==> src/rtl/vga_pkg.sv <==
// Shared VGA definitions: default timing, RGB888 colours and the pixel-source FSM states.
package vga_pkg;

    localparam int unsigned H_VALID_DEF = 640;
    localparam int unsigned V_VALID_DEF = 480;

    typedef logic [23:0] rgb_t;

    localparam rgb_t BLACK  = 24'h000000;
    localparam rgb_t WHITE  = 24'hFFFFFF;
    localparam rgb_t RED    = 24'hFF0000;
    localparam rgb_t GREEN  = 24'h00FF00;
    localparam rgb_t BLUE   = 24'h0000FF;
    localparam rgb_t YELLOW = 24'hFFFF00;

    typedef enum logic {WAIT_SOF, RUN} state_e;

endpackage

==> src/rtl/pic_window_src_if.sv <==
// Bundle between the display driver, the picture ROM and the pixel source stage.
interface pic_window_src_if
    import vga_pkg::*;
#(
    parameter int unsigned ADDR_W = 16
);
    logic [11:0]       H_Addr;
    logic [11:0]       V_Addr;
    logic              DataReq;
    logic [ADDR_W-1:0] Rom_Addr;
    logic              Rom_Rden;
    rgb_t              Rom_Q;
    rgb_t              Data;
    logic              Data_Valid;
    logic              Frame_Start;
    logic              Sync_Err;

    // Pixel source side.
    modport slave (
        input  H_Addr, V_Addr, DataReq, Rom_Q,
        output Rom_Addr, Rom_Rden, Data, Data_Valid, Frame_Start, Sync_Err
    );

    // Driver plus ROM side.
    modport master (
        output H_Addr, V_Addr, DataReq, Rom_Q,
        input  Rom_Addr, Rom_Rden, Data, Data_Valid, Frame_Start, Sync_Err
    );

endinterface

==> src/rtl/pipe_delay.sv <==
// Fixed-depth shift register with synchronous clear.
module pipe_delay #(
    parameter int unsigned WIDTH = 1,
    parameter int unsigned DEPTH = 2
) (
    input  logic             clk,
    input  logic             clr,
    input  logic [WIDTH-1:0] din,
    output logic [WIDTH-1:0] dout
);

    logic [WIDTH-1:0] stage_q [DEPTH];

    // Shift din through DEPTH stages; clear empties the whole line.
    always_ff @(posedge clk) begin
        if (clr) begin
            for (int i = 0; i < DEPTH; i++) stage_q[i] <= '0;
        end else begin
            stage_q[0] <= din;
            for (int i = 1; i < DEPTH; i++) stage_q[i] <= stage_q[i-1];
        end
    end

    assign dout = stage_q[DEPTH-1];

endmodule

==> src/rtl/pic_window_src.sv <==
// Pixel source: picture ROM pixels inside a centred window, background colour elsewhere.
module pic_window_src
    import vga_pkg::*;
#(
    parameter int unsigned H_VALID  = H_VALID_DEF,
    parameter int unsigned V_VALID  = V_VALID_DEF,
    parameter int unsigned PIC_W    = 600,
    parameter int unsigned PIC_H    = 100,
    parameter int unsigned ADDR_W   = 16,
    parameter int unsigned ROM_LAT  = 1,
    parameter rgb_t        BG_COLOR = WHITE
) (
    input  logic            Clk,
    input  logic            Rst,
    pic_window_src_if.slave bus
);

    localparam int unsigned     X0        = (H_VALID - PIC_W) / 2;
    localparam int unsigned     Y0        = (V_VALID - PIC_H) / 2;
    localparam longint unsigned PIC_SIZE  = longint'(PIC_W) * longint'(PIC_H);
    localparam logic [11:0]     X_LO      = 12'(X0);
    localparam logic [11:0]     X_HI      = 12'(X0 + PIC_W);
    localparam logic [11:0]     Y_LO      = 12'(Y0);
    localparam logic [11:0]     Y_HI      = 12'(Y0 + PIC_H);
    localparam logic [ADDR_W-1:0] LAST_ADDR = ADDR_W'(PIC_SIZE - 1);

    if (PIC_W > H_VALID || PIC_H > V_VALID || PIC_SIZE > (64'd1 << ADDR_W) ||
        ROM_LAT < 1 || ROM_LAT > 3) begin : g_bad_params
        $fatal(1, "pic_window_src: illegal parameter set");
    end

    state_e            state_q, state_d;
    logic [ADDR_W-1:0] cnt_q, cnt_d;
    logic [ADDR_W-1:0] addr_q, addr_d;
    logic              rden_q, rden_d;
    logic              err_q, err_d;
    logic              fs_q;
    rgb_t              data_q, data_d;
    logic              valid_q;
    logic              in_win, sof, rd_en, win_dly;

    assign in_win = bus.DataReq && (bus.H_Addr >= X_LO) && (bus.H_Addr < X_HI) &&
                    (bus.V_Addr >= Y_LO) && (bus.V_Addr < Y_HI);
    assign sof    = bus.DataReq && (bus.H_Addr == 12'd0) && (bus.V_Addr == 12'd0);
    // A sof in WAIT_SOF already belongs to the new frame, so it may read too.
    assign rd_en  = in_win && ((state_q == RUN) || sof);

    // Flag tracks the read through ROM_LAT cycles of ROM plus the address register.
    pipe_delay #(
        .WIDTH (1),
        .DEPTH (ROM_LAT + 1)
    ) u_win_dly (
        .clk  (Clk),
        .clr  (Rst),
        .din  (rd_en),
        .dout (win_dly)
    );

    // Next-state: FSM, frame-aligned address counter, sync check and output mux.
    always_comb begin
        state_d = state_q;
        cnt_d   = cnt_q;
        addr_d  = addr_q;
        rden_d  = 1'b0;
        err_d   = err_q;
        data_d  = win_dly ? bus.Rom_Q : BG_COLOR;
        if (state_q == WAIT_SOF && sof) state_d = RUN;
        if (sof) begin
            // Previous frame must have consumed exactly PIC_SIZE pixels.
            if (state_q == RUN && cnt_q != '0) err_d = 1'b1;
            cnt_d = '0;
        end
        if (rd_en) begin
            rden_d = 1'b1;
            addr_d = sof ? '0 : cnt_q;
            if (sof) cnt_d = ADDR_W'(1);
            else     cnt_d = (cnt_q == LAST_ADDR) ? '0 : cnt_q + 1'b1;
        end
    end

    // State and output registers with synchronous reset.
    always_ff @(posedge Clk) begin
        if (Rst) begin
            state_q <= WAIT_SOF;
            cnt_q   <= '0;
            addr_q  <= '0;
            rden_q  <= 1'b0;
            err_q   <= 1'b0;
            fs_q    <= 1'b0;
            data_q  <= BG_COLOR;
            valid_q <= 1'b0;
        end else begin
            state_q <= state_d;
            cnt_q   <= cnt_d;
            addr_q  <= addr_d;
            rden_q  <= rden_d;
            err_q   <= err_d;
            fs_q    <= sof;
            data_q  <= data_d;
            valid_q <= win_dly;
        end
    end

    assign bus.Rom_Addr    = addr_q;
    assign bus.Rom_Rden    = rden_q;
    assign bus.Data        = data_q;
    assign bus.Data_Valid  = valid_q;
    assign bus.Frame_Start = fs_q;
    assign bus.Sync_Err    = err_q;

endmodule

==> src/flat_wrapper.sv <==
// flat-port wrapper written by rule: the top's interface ports become plain ports
module pic_window_src_flat import vga_pkg::*;
#(
    parameter int unsigned H_VALID  = H_VALID_DEF,
    parameter int unsigned V_VALID  = V_VALID_DEF,
    parameter int unsigned PIC_W    = 600,
    parameter int unsigned PIC_H    = 100,
    parameter int unsigned ADDR_W   = 16,
    parameter int unsigned ROM_LAT  = 1,
    parameter rgb_t        BG_COLOR = WHITE
)
  (Clk, Rst, bus_H_Addr, bus_V_Addr, bus_DataReq, bus_Rom_Q, bus_Rom_Addr, bus_Rom_Rden, bus_Data, bus_Data_Valid, bus_Frame_Start, bus_Sync_Err);
  pic_window_src_if #(.ADDR_W(ADDR_W)) bus_i ();
  input  logic Clk;
  input  logic Rst;
  input wire logic [$bits(bus_i.H_Addr)-1:0] bus_H_Addr;
  input wire logic [$bits(bus_i.V_Addr)-1:0] bus_V_Addr;
  input wire logic [$bits(bus_i.DataReq)-1:0] bus_DataReq;
  input wire logic [$bits(bus_i.Rom_Q)-1:0] bus_Rom_Q;
  output wire logic [$bits(bus_i.Rom_Addr)-1:0] bus_Rom_Addr;
  output wire logic [$bits(bus_i.Rom_Rden)-1:0] bus_Rom_Rden;
  output wire logic [$bits(bus_i.Data)-1:0] bus_Data;
  output wire logic [$bits(bus_i.Data_Valid)-1:0] bus_Data_Valid;
  output wire logic [$bits(bus_i.Frame_Start)-1:0] bus_Frame_Start;
  output wire logic [$bits(bus_i.Sync_Err)-1:0] bus_Sync_Err;
  assign bus_i.H_Addr = bus_H_Addr;
  assign bus_i.V_Addr = bus_V_Addr;
  assign bus_i.DataReq = bus_DataReq;
  assign bus_i.Rom_Q = bus_Rom_Q;
  assign bus_Rom_Addr = bus_i.Rom_Addr;
  assign bus_Rom_Rden = bus_i.Rom_Rden;
  assign bus_Data = bus_i.Data;
  assign bus_Data_Valid = bus_i.Data_Valid;
  assign bus_Frame_Start = bus_i.Frame_Start;
  assign bus_Sync_Err = bus_i.Sync_Err;
  pic_window_src #(.H_VALID(H_VALID), .V_VALID(V_VALID), .PIC_W(PIC_W), .PIC_H(PIC_H), .ADDR_W(ADDR_W), .ROM_LAT(ROM_LAT), .BG_COLOR(BG_COLOR)) u_core (.Clk(Clk), .Rst(Rst), .bus(bus_i));
endmodule
==> config.mk <==
export PLATFORM = sky130hd
export DESIGN_NAME = pic_window_src_flat
export DESIGN_NICKNAME = d
export VERILOG_FILES = /design/src/rtl/vga_pkg.sv /design/src/rtl/pic_window_src_if.sv /design/src/rtl/pipe_delay.sv /design/src/rtl/pic_window_src.sv /design/src/flat_wrapper.sv
export SDC_FILE = /design/constraint.sdc
export NUM_CORES = 1
export LEC_CHECK = 0
export ABC_AREA = 1
export BUFFER_PORTS_ARGS = -buffer_cell sky130_fd_sc_hd__buf_2
export CAP_MARGIN = 20
export CORE_MARGIN = 2
export CORE_UTILIZATION = 25
export CTS_CLUSTER_SIZE = 10
export DETAILED_ROUTE_END_ITERATION = 16
export PLACE_DENSITY = 0.43
export SYNTH_ARGS = -nofsm -noshare
export SYNTH_HDL_FRONTEND = slang
export SYNTH_SLANG_ARGS = --single-unit
==> constraint.sdc <==
create_clock -name Clk -period 2.9 [get_ports Clk]
set_input_delay 0.29 -clock Clk [delete_from_list [all_inputs] [get_ports Clk]]
set_output_delay 0.29 -clock Clk [all_outputs]
set_load 0.02 [all_outputs]
======== Yosys cells after proc, flatten, opt, wreduce, memory -nomap -nowiden ========
Memories as Yosys holds them, arrays and structs flattened.
Cells that the tools add are included.
word-level totals
  logic and storage cells ................. 44
  output and inout port bits .............. 44
  register bits after elaboration ......... 61
  RAM bits ................................ 2
  memories ................................ 1
memory list
  name                      depth  width  rd ports  clocked after memory_dff  wr ports  RTL line          source
  u_core.u_win_dly.stage_q  2      1      2         0                         2         pipe_delay.sv:12  logic [WIDTH-1:0] stage_q [DEPTH];
operators by class
  bitwise gates (word level) .............. 4
  reduce and logical (&&, ||, !) cells .... 15
  equality and inequality tests ........... 1
  mux-type cells .......................... 10
  add/subtract/negate cells ............... 1
  order comparisons ....................... 4
operator list
  cell                     number
  $mux W16                 4
  $logic_not A12 Y1        2
  $add A16 B1 Y16 const B  1
  $eq A16 B16 Y1 const B   1
  $reduce_bool A16 Y1      1
  $ge A12 B5 Y1 const B    1
  $ge A12 B8 Y1 const B    1
  $lt A12 B10 Y1 const B   1
  $lt A12 B9 Y1 const B    1
  $logic_and A1 B1 Y1      9
  $mux W1                  6
  $not A1 Y1               2
  $or A1 B1 Y1             2
  $reduce_and A2 Y1        1
  $reduce_or A2 Y1         1
  $logic_or A1 B1 Y1       1

======== Logic depth before layout (Yosys ltp) ========
Gate-level depths: netlist of the first run.
  depth in word-level cells ............... 7
  mapped depth ............................ 13

======== Modules after synthesis ========
Synthesis of the first run repeated with hierarchy kept, for this count alone.
second synthesis, totals
  cells, all modules ...................... 500
  area, all modules ....................... 3256.9 sq um
by module, submodules not included
  module          seq. area each (sq um)  cells each  area an instance (sq um)  instances
  pic_window_src  1221.2                  494         3201.8                    1
  pipe_delay      40.0                    6           55.1                      1

======== Least setup slack after synthesis of the first run ========
No wires, ideal clock.
  path type ............................... register to register
  start point ............................. reg u_core.cnt_q[0]
  end point ............................... reg u_core.cnt_q[14]
  period minus slack after synthesis ...... 1620 ps
  stages on the path, launching flop included .. 10
  slack ................................... 1280 ps
  arrival ................................. 1550 ps
  path buffers ............................ 1
  cells stage by stage .................... dfxtp_1 -> ha_1 -> nand3_1 -> inv_1 -> nand2_1 -> nor2_1 -> nor2_1 -> clkbuf_1 -> nand4_1 -> a21oi_1
on the way
  longest elaborated chain between the ends .. 4
ends and longest elaborated chain
  element                                                   RTL line              source
  start, declared                                           pic_window_src.sv:33  logic [ADDR_W-1:0] cnt_q, cnt_d;
  start signal, assigned                                    pic_window_src.sv:94  cnt_q <= cnt_d;
  $add A16 B1 Y16 / $eq A16 B16 Y1 (equally long branches)  pic_window_src.sv:77  else cnt_d = (cnt_q == LAST_ADDR) ? '0 : cnt_q + 1'b1;
  $mux W16 *                                                pic_window_src.sv:77
  $mux W16 *                                                pic_window_src.sv:76  if (sof) cnt_d = ADDR_W'(1);
  $mux W16 *                                                pic_window_src.sv:73  if (rd_en) begin
Mark *: on every way between the ends. The rest lies on a longest branch, timed or not.
A chain may end at the register's enable or synchronous reset.

======== Worst setup path after layout of the first run ========
  start point ............................. in bus_H_Addr[8]
  end point ............................... reg u_core.addr_q[9], in the netlist u_core.bus.Rom_Addr[9]
on the way
  longest elaborated chain between the ends .. 6
ends and longest elaborated chain
  element                           RTL line              source
  start, declared                   flat_wrapper.sv:16    input wire logic [$bits(bus_i.H_Addr)-1:0] bus_H_Addr;
  $ge A12 B5 Y1                     pic_window_src.sv:42  assign in_win = bus.DataReq && (bus.H_Addr >= X_LO) && (bus.H_Addr < X_HI) &&
  $logic_and A1 B1 Y1 (3 in a row)  pic_window_src.sv:42
  $logic_and A1 B1 Y1               pic_window_src.sv:43  (bus.V_Addr >= Y_LO) && (bus.V_Addr < Y_HI);
  $logic_and A1 B1 Y1               pic_window_src.sv:46  assign rd_en = in_win && ((state_q == RUN) || sof);
  end signal, assigned              pic_window_src.sv:95  addr_q <= addr_d;
  end, declared                     pic_window_src.sv:34  logic [ADDR_W-1:0] addr_q, addr_d;
Parallel ways exist; a longest one is shown, timed or not.

==> results of run 1 <==
==> cell usage in the layout (no fill, tap or decap), drive strengths merged <==
master / n
dfxtp: 62
ha: 2
nand3: 17
a31oi: 1
xor2: 5
clkinvlp: 1
clkbuf: 12
a21oi: 20
inv: 86
nand3b: 1
clkinv: 3
nand2: 127
nand4: 18
buf: 97
nor4: 1
nor2: 99
bufinv: 1
nor3: 9
o21ai: 10
==> path summary, 6_finish.rpt <==
check,from,to,slack [ps]
worst max-delay path,bus_H_Addr[8],u_core.bus.Rom_Addr[9],720
worst min-delay path,bus_Rom_Q[22],u_core.bus.Data[22],140
worst max register to register,u_core.cnt_q[0],u_core.cnt_q[7],1100
worst min register to register,u_core.u_win_dly.stage_q[0][0],u_core.u_win_dly.stage_q[0][1],420
==> registers in the layout, indices dropped and copies added (netlist names) <==
name                      cells
u_core.bus.Data_Valid         1
u_core.bus.Rom_Addr          16
u_core.bus.Frame_Start        1
u_core.bus.Sync_Err           1
u_core.u_win_dly.stage_q      2
u_core.cnt_q                 16
u_core.state_q                1
u_core.bus.Data              24
==> metrics by stage <==
stage,setup WS (ps),instance area (um2),utilization (%),power [uW],hold WS (ps)
after floorplan,1280,3050,-,905,383
after CTS,726,3920,32.8,2000,126
final,719,3920,32.8,1960,141
after global placement,461,3640,30.4,950,420
after detailed placement,390,3640,30.4,951,421
after global routing,482,3920,32.8,2050,131
==> power by group through the flow <==
| stage | Sequential, uW | Combinational (uW) | Clock [uW] |
|---|---|---|---|
| global route | 852 | 90.9 | 1100 |
| finish | 853 | 79.4 | 1030 |
| detailed placement | 870 | 80.0 | 0 |
| global placement | 870 | 79.5 | 0 |
| CTS | 852 | 80.3 | 1070 |
| floorplan | 870 | 34.7 | 0 |
==> per-layer routing <==
layer | part of all wire [%] | vias up
met2 | 44 | 78
met1 | 48 | 1317
met3 | 6.5 | 10
met4 | 1.6 | 0
li1 | - | 1618
met5 | 0 | -
==> synth_stat cells (all sizes together) <==
cell type,n,share of area (%)
a31oi,1,0.21
nor2,99,14
clkbuf,4,0.49
nor4,1,0.21
nor3,9,1.5
clkinv,1,0.12
dfxtp,62,41
xor2,5,1.4
a21oi,20,3.3
nand3b,1,0.25
buf,11,2.3
nand4,18,3.7
ha,2,0.82
inv,86,11
o21ai,10,1.6
nand3,17,2.8
nand2,127,16
==> logic make-up after synthesis <==
family | after synthesis | share of synthesized area (%)
AOI/OAI and AO/OA | 31 | 5.13
xor gates and xnor gates | 5 | 1.44
adders and majority gates | 2 | 0.821
buffers and inverters | 102 | 13.5
DFF | 62 | 40.7
and+or+nand+nor | 272 | 38.4
==> critical path: stages <==
cell	delay, ps
buf_2	110
nor2_1	190
nand2_1	70
nor2_1	130
nand2_2	110
nor2_8	290
nor2_4	90
nor2_8	210
nand2_2	470
o21ai_0	360
nor2_1	60
==> final cells by class <==
type                    instances  area [um2]
flip-flops and latches         62        1240
multi-input cells             310        1400
well taps                     147         184
clock inverters                 4        47.5
inverters                      87         327
repair buffers                 97         493
clock buffers                  12         236
fillers                      1340        8040
==> flow_metrics.env, run 1 <==
export IMPL_outcome="complete, no violations"
export IMPL_synth_area_mm2=0.00305
export IMPL_yosysUniqueCellTypes=23
export IMPL_skew_ps=4.31
export IMPL_leakage_uw=0.00195
export IMPL_cts_root_buf="clkbuf_16"
export IMPL_cts_sinks=62
export IMPL_p_clk_share_pct=52.5
export IMPL_top_usage_layer="met2"
export IMPL_vias=3023
export IMPL_end_kind="flip-flop"
export IMPL_die_h_um=114
export IMPL_tritoncts="built"
export IMPL_area_growth_pct=28.7
export IMPL_rows=40
export IMPL_min_path_cells=3
export IMPL_wl_um=8250
export IMPL_cp_max_fo=38
export IMPL_ios=95
export IMPL_drtIter0Drc=147
export IMPL_antenna_found_initial=0
export IMPL_cap_viol_max_count=0
export IMPL_post_cts_buffers=0
export IMPL_io_buffers=94
export IMPL_p_int_uw=1550
export IMPL_cts_buffers=9
export IMPL_rr_worst_depth=9
export IMPL_fin_crit_sh_pct=75.2
export IMPL_grt_pass1_vias=2963
export IMPL_drc=0
export IMPL_p_comb_share_pct=4.0
export IMPL_hold_viol=0
export IMPL_fp_dieW_um=114
export IMPL_place_hpwl_um=6140
export IMPL_diodes=0
export IMPL_critPathArrivalTime_ps=2390
export IMPL_synth_cells=474
export IMPL_worstSetupStartpointType="input port"
export IMPL_netSwitchingFraction_pct=21.0
export IMPL_min_period_ps=2180
export IMPL_cts_resized=0
export IMPL_grt_max_degree=39
export IMPL_via_per_inst=4.20
export IMPL_core_mm2=0.0120
export IMPL_slew_viol_final=0
export IMPL_worstPathRequired_ps=3110
export IMPL_relSlewSlack_pct=50.7
export IMPL_grt_first_pass_wirelength_um=13700
export IMPL_ys_seq_area_share_pct=40.7
export IMPL_syn_nets=527
export IMPL_grt_use_met1_pct=16.5
export IMPL_place_congestion=0.849
export IMPL_rsz0062_at_grt="no"
export IMPL_ant_nets=0
export IMPL_path_class="in2reg"
export IMPL_tns_ps=0
export IMPL_die_area_mm2=0.0131
export IMPL_grtUsageMet3_pct=5.19
export IMPL_place_inst=703
export IMPL_yosysWarnings=0
export IMPL_drive_above_1_share_pct=21.5
export IMPL_wl_per_cell_um=11.5
export IMPL_syn_avg_cell_area_um2=6.43
export IMPL_setup_viol=0
export IMPL_ctsHoldBuffers=0
export IMPL_p_switching_uw=411
export IMPL_grt_use_total_pct=13.3
export IMPL_clock_latency_ps=320
export IMPL_drtPass1Iterations=5
export IMPL_hp_class="in2reg"
export IMPL_final_nets=620
export IMPL_max_freq_mhz=459
export IMPL_stdcell_count=719
export IMPL_htreeDepth=3
export IMPL_clk_path_buf_depth=2
export IMPL_clk_pin_slew_worst_paths_ps=50
export IMPL_worstMarginPinSlew_ps=736
export IMPL_ys_ff_latch=62
export IMPL_seqPwrFrac_pct=43.5
export IMPL_overflow=0
export IMPL_vdd_drop_max_v=0.000405
export IMPL_use_met2_pct=21.1
export IMPL_initial_core_util_pct=25.5
export IMPL_p_per_area_mw_per_mm2=500
No activity file was read; power rests on OpenSTA's default activity.
==> run 2: changes to the inputs <==
- ABC_AREA: 1 -> 0
- PLACE_DENSITY: 0.43 -> 0.46
- clock period: 2.9 -> 1.95 ns (I/O delays scaled with it)
==> flow_metrics.env, run 2 <==
export IMPL_core_mm2=0.0103
export IMPL_synth_edff_count=0
export IMPL_dpl_cell_area_mm2=0.00372
export IMPL_end_kind="flip-flop"
export IMPL_cp_max_fo=4
export IMPL_cts_buffers=9
export IMPL_final_cell_area_mm2=0.00427
export IMPL_path_cells="buf_6 > or4_4 > o21a_1 > or4_4 > buf_6 > or4_4 > a21oi_2"
export IMPL_hold_start="bus_Rom_Q[13]"
export IMPL_syn_nets=349
export IMPL_final_nets=501
export IMPL_min_period_ps=2060
export IMPL_drtPass1Iterations=4
export IMPL_drtIter0Drc=136
export IMPL_vdd_drop_max_v=0.000339
export IMPL_max_freq_mhz=485
export IMPL_critical_path_max_stage_delay_ps=530
export IMPL_synth_top_area_cell="dfxtp_1"
export IMPL_yosysWarnings=0
export IMPL_setup_viol=18
export IMPL_htreeDepth=3
export IMPL_tritoncts="built"
export IMPL_outcome="finished with violations"
export IMPL_critical_path_most_common_cell="or4_4"
export IMPL_skew_ps=12.4
export IMPL_worstReg2RegEnd="u_core.cnt_q[13]"
export IMPL_place_congestion=0.821
export IMPL_critPathArrivalTime_ps=2340
export IMPL_initial_core_util_pct=25.7
export IMPL_overflow=0
export IMPL_layout_commonest_cell="buf_2"
export IMPL_total_power_uw=2690
export IMPL_grt_use_total_pct=15.2
export IMPL_cap_viol_max_count=0
export IMPL_hold_viol=0
export IMPL_worstSetupStartpointType="input port"
export IMPL_ys_ff_latch=62
export IMPL_leakage_uw=0.00170
export IMPL_syn_avg_cell_area_um2=8.93
export IMPL_wl_per_cell_um=14.6
export IMPL_largest_reg_flops=24
export IMPL_grt_max_degree=26
export IMPL_ant_nets=0
export IMPL_final_cell_mix="buf_2, dfxtp_1, buf_4"
export IMPL_rows=37
export IMPL_critPathLaunch="bus_V_Addr[4]"
export IMPL_yosys_area_top_type_share_pct=46.9
export IMPL_clock_latency_ps=350
export IMPL_rsz0062_at_grt="yes"
export IMPL_clk_path_buf_depth=2
export IMPL_min_to="u_core.bus.Data[13]"
export IMPL_drc=0
export IMPL_io_buffers=94
export IMPL_reg2reg_slack_ps=-80
export IMPL_grt_first_pass_wirelength_um=13800
export IMPL_vias=2875
export IMPL_worst_slack_ps=-110
export IMPL_min_path_cells=2
export IMPL_ios=95
export IMPL_stdcell_count=589
export IMPL_area_growth_pct=61.5
export IMPL_rr_worst_depth=6
export IMPL_place_inst=561
export IMPL_die_h_um=107
export IMPL_tns_ps=-857
export IMPL_synthTopCellsByCount="dfxtp_1, nand2b_1, a21oi_1"
export IMPL_wl_um=8610
export IMPL_relSlewSlack_pct=78.0
export IMPL_worstPathRequired_ps=2230
export IMPL_diodes=0
export IMPL_clk_pin_slew_worst_paths_ps=80
export IMPL_synth_async_reset_ratio_pct=0
export IMPL_slew_viol_final=0
export IMPL_place_hpwl_um=6070
export IMPL_synth_most_common_cell="dfxtp_1"
export IMPL_violations="negative setup slack"
export IMPL_ys_flop_type="dfxtp_1"
export IMPL_hp_class="in2reg"
export IMPL_path_class="in2reg"
export IMPL_yosysUniqueCellTypes=46
export IMPL_synth_cells=296
export IMPL_grt_pass1_vias=2756
export IMPL_via_per_inst=4.88
export IMPL_ys_seq_area_share_pct=46.9
export IMPL_p_per_area_mw_per_mm2=631
export IMPL_cts_root_buf="clkbuf_8"
export IMPL_slowest_stage="or4_4"
export IMPL_cts_sinks=62
export IMPL_synth_area_mm2=0.00264
export IMPL_die_area_mm2=0.0114
export IMPL_drive_above_1_share_pct=48.3
export IMPL_r2r_start="u_core.cnt_q[7]"
export IMPL_worstMarginPinSlew_ps=327
export IMPL_fp_dieW_um=107
export IMPL_synth_top_cells_by_area="dfxtp_1, nand2b_1, a21oi_1"
export IMPL_antenna_found_initial=0
export IMPL_fin_crit_sh_pct=106
[run 2: changes by cell type in the layout (fill, tap and decap cells not counted), moves of 13 or more]
cell	change
nand4b_1	+13
nand2_1	-109
buf_4	+56
inv_1	-80
nand2b_1	+26
nor2_1	-84
[run 2: final cells by class]
type,instances,area [um2]
Sequential cell,62,1240
Fill cell,1038,6010
Clock inverter,7,100
Inverter,6,22.5
Timing Repair Buffer,166,1140
Tap cell,136,170
Clock buffer,9,124
Multi-Input combinational cell,203,1470
[run 2: how the worst max path moves through the flow]
stage	to	slack, ps	depth (start not counted)
after CTS	u_core.bus.Rom_Addr[0]	-120	8
after global routing	u_core.bus.Rom_Addr[1]	-140	7
after floorplan	u_core.bus.Rom_Addr[13]	-360	7
after detailed placement	u_core.bus.Rom_Addr[1]	-560	7
final	u_core.bus.Rom_Addr[0]	-110	7
after global placement	u_core.bus.Rom_Addr[11]	-520	7
[run 2: metal layers]
metal  track usage, %  up-vias  wire (um)
li1                 -     1415          -
met1             19.3     1338       3980
met2             24.8      108       3910
met3             4.19       14        589
met4             4.92        0        130
met5                0        -          0
[run 2: critical path: cells and delay by family]
family	cells	cell delay (ps)
buf+inv	2	240
simple gates	3	1560
compound gates	2	350
[run 2: metrics by stage]
step                hold WS, ps  utilization (%)  setup slack, ps
finish                     27.2             41.6             -110
global route              0.336             41.6             -139
CTS                        12.6             40.1             -116
detailed placement          379             36.2             -564
global placement            377             36.2             -517
floorplan                   267                -             -362
[run 2: cells by family (layout without fill, tap and decap cells)]
logic type | Yosys count | after routing | synth area share [%]
AND/OR/NAND/NOR | 122 | 122 | 27.8
flip-flops | 62 | 62 | 46.9
adder cells (fa/ha/maj) | 2 | 2 | 0.946
AO/OA/AOI/OAI | 79 | 79 | 19.5
buffers and inverters | 31 | 188 | 4.73
[run 2: what timing repair did]
item / 4_1_cts / 5_1_grt
hold buffers: 0 / 0
pin swaps: 12 / 14
setup buffers: 7 / 7
gates resized for setup: 34 / 29
endpoints found under the setup margin: 20 / 31
endpoints found under the hold margin: 0 / 0
gates cloned: 1 / 1
[run 2: power breakdown]
group	internal (uW)	switching [uW]	leakage (uW)	total, uW
Clock	735	557	0.000115	1290
Combinational	80.6	57.6	0.00108	138
Sequential	1260	0.00000402	0.000501	1260
Total	2080	614	0.00170	2690
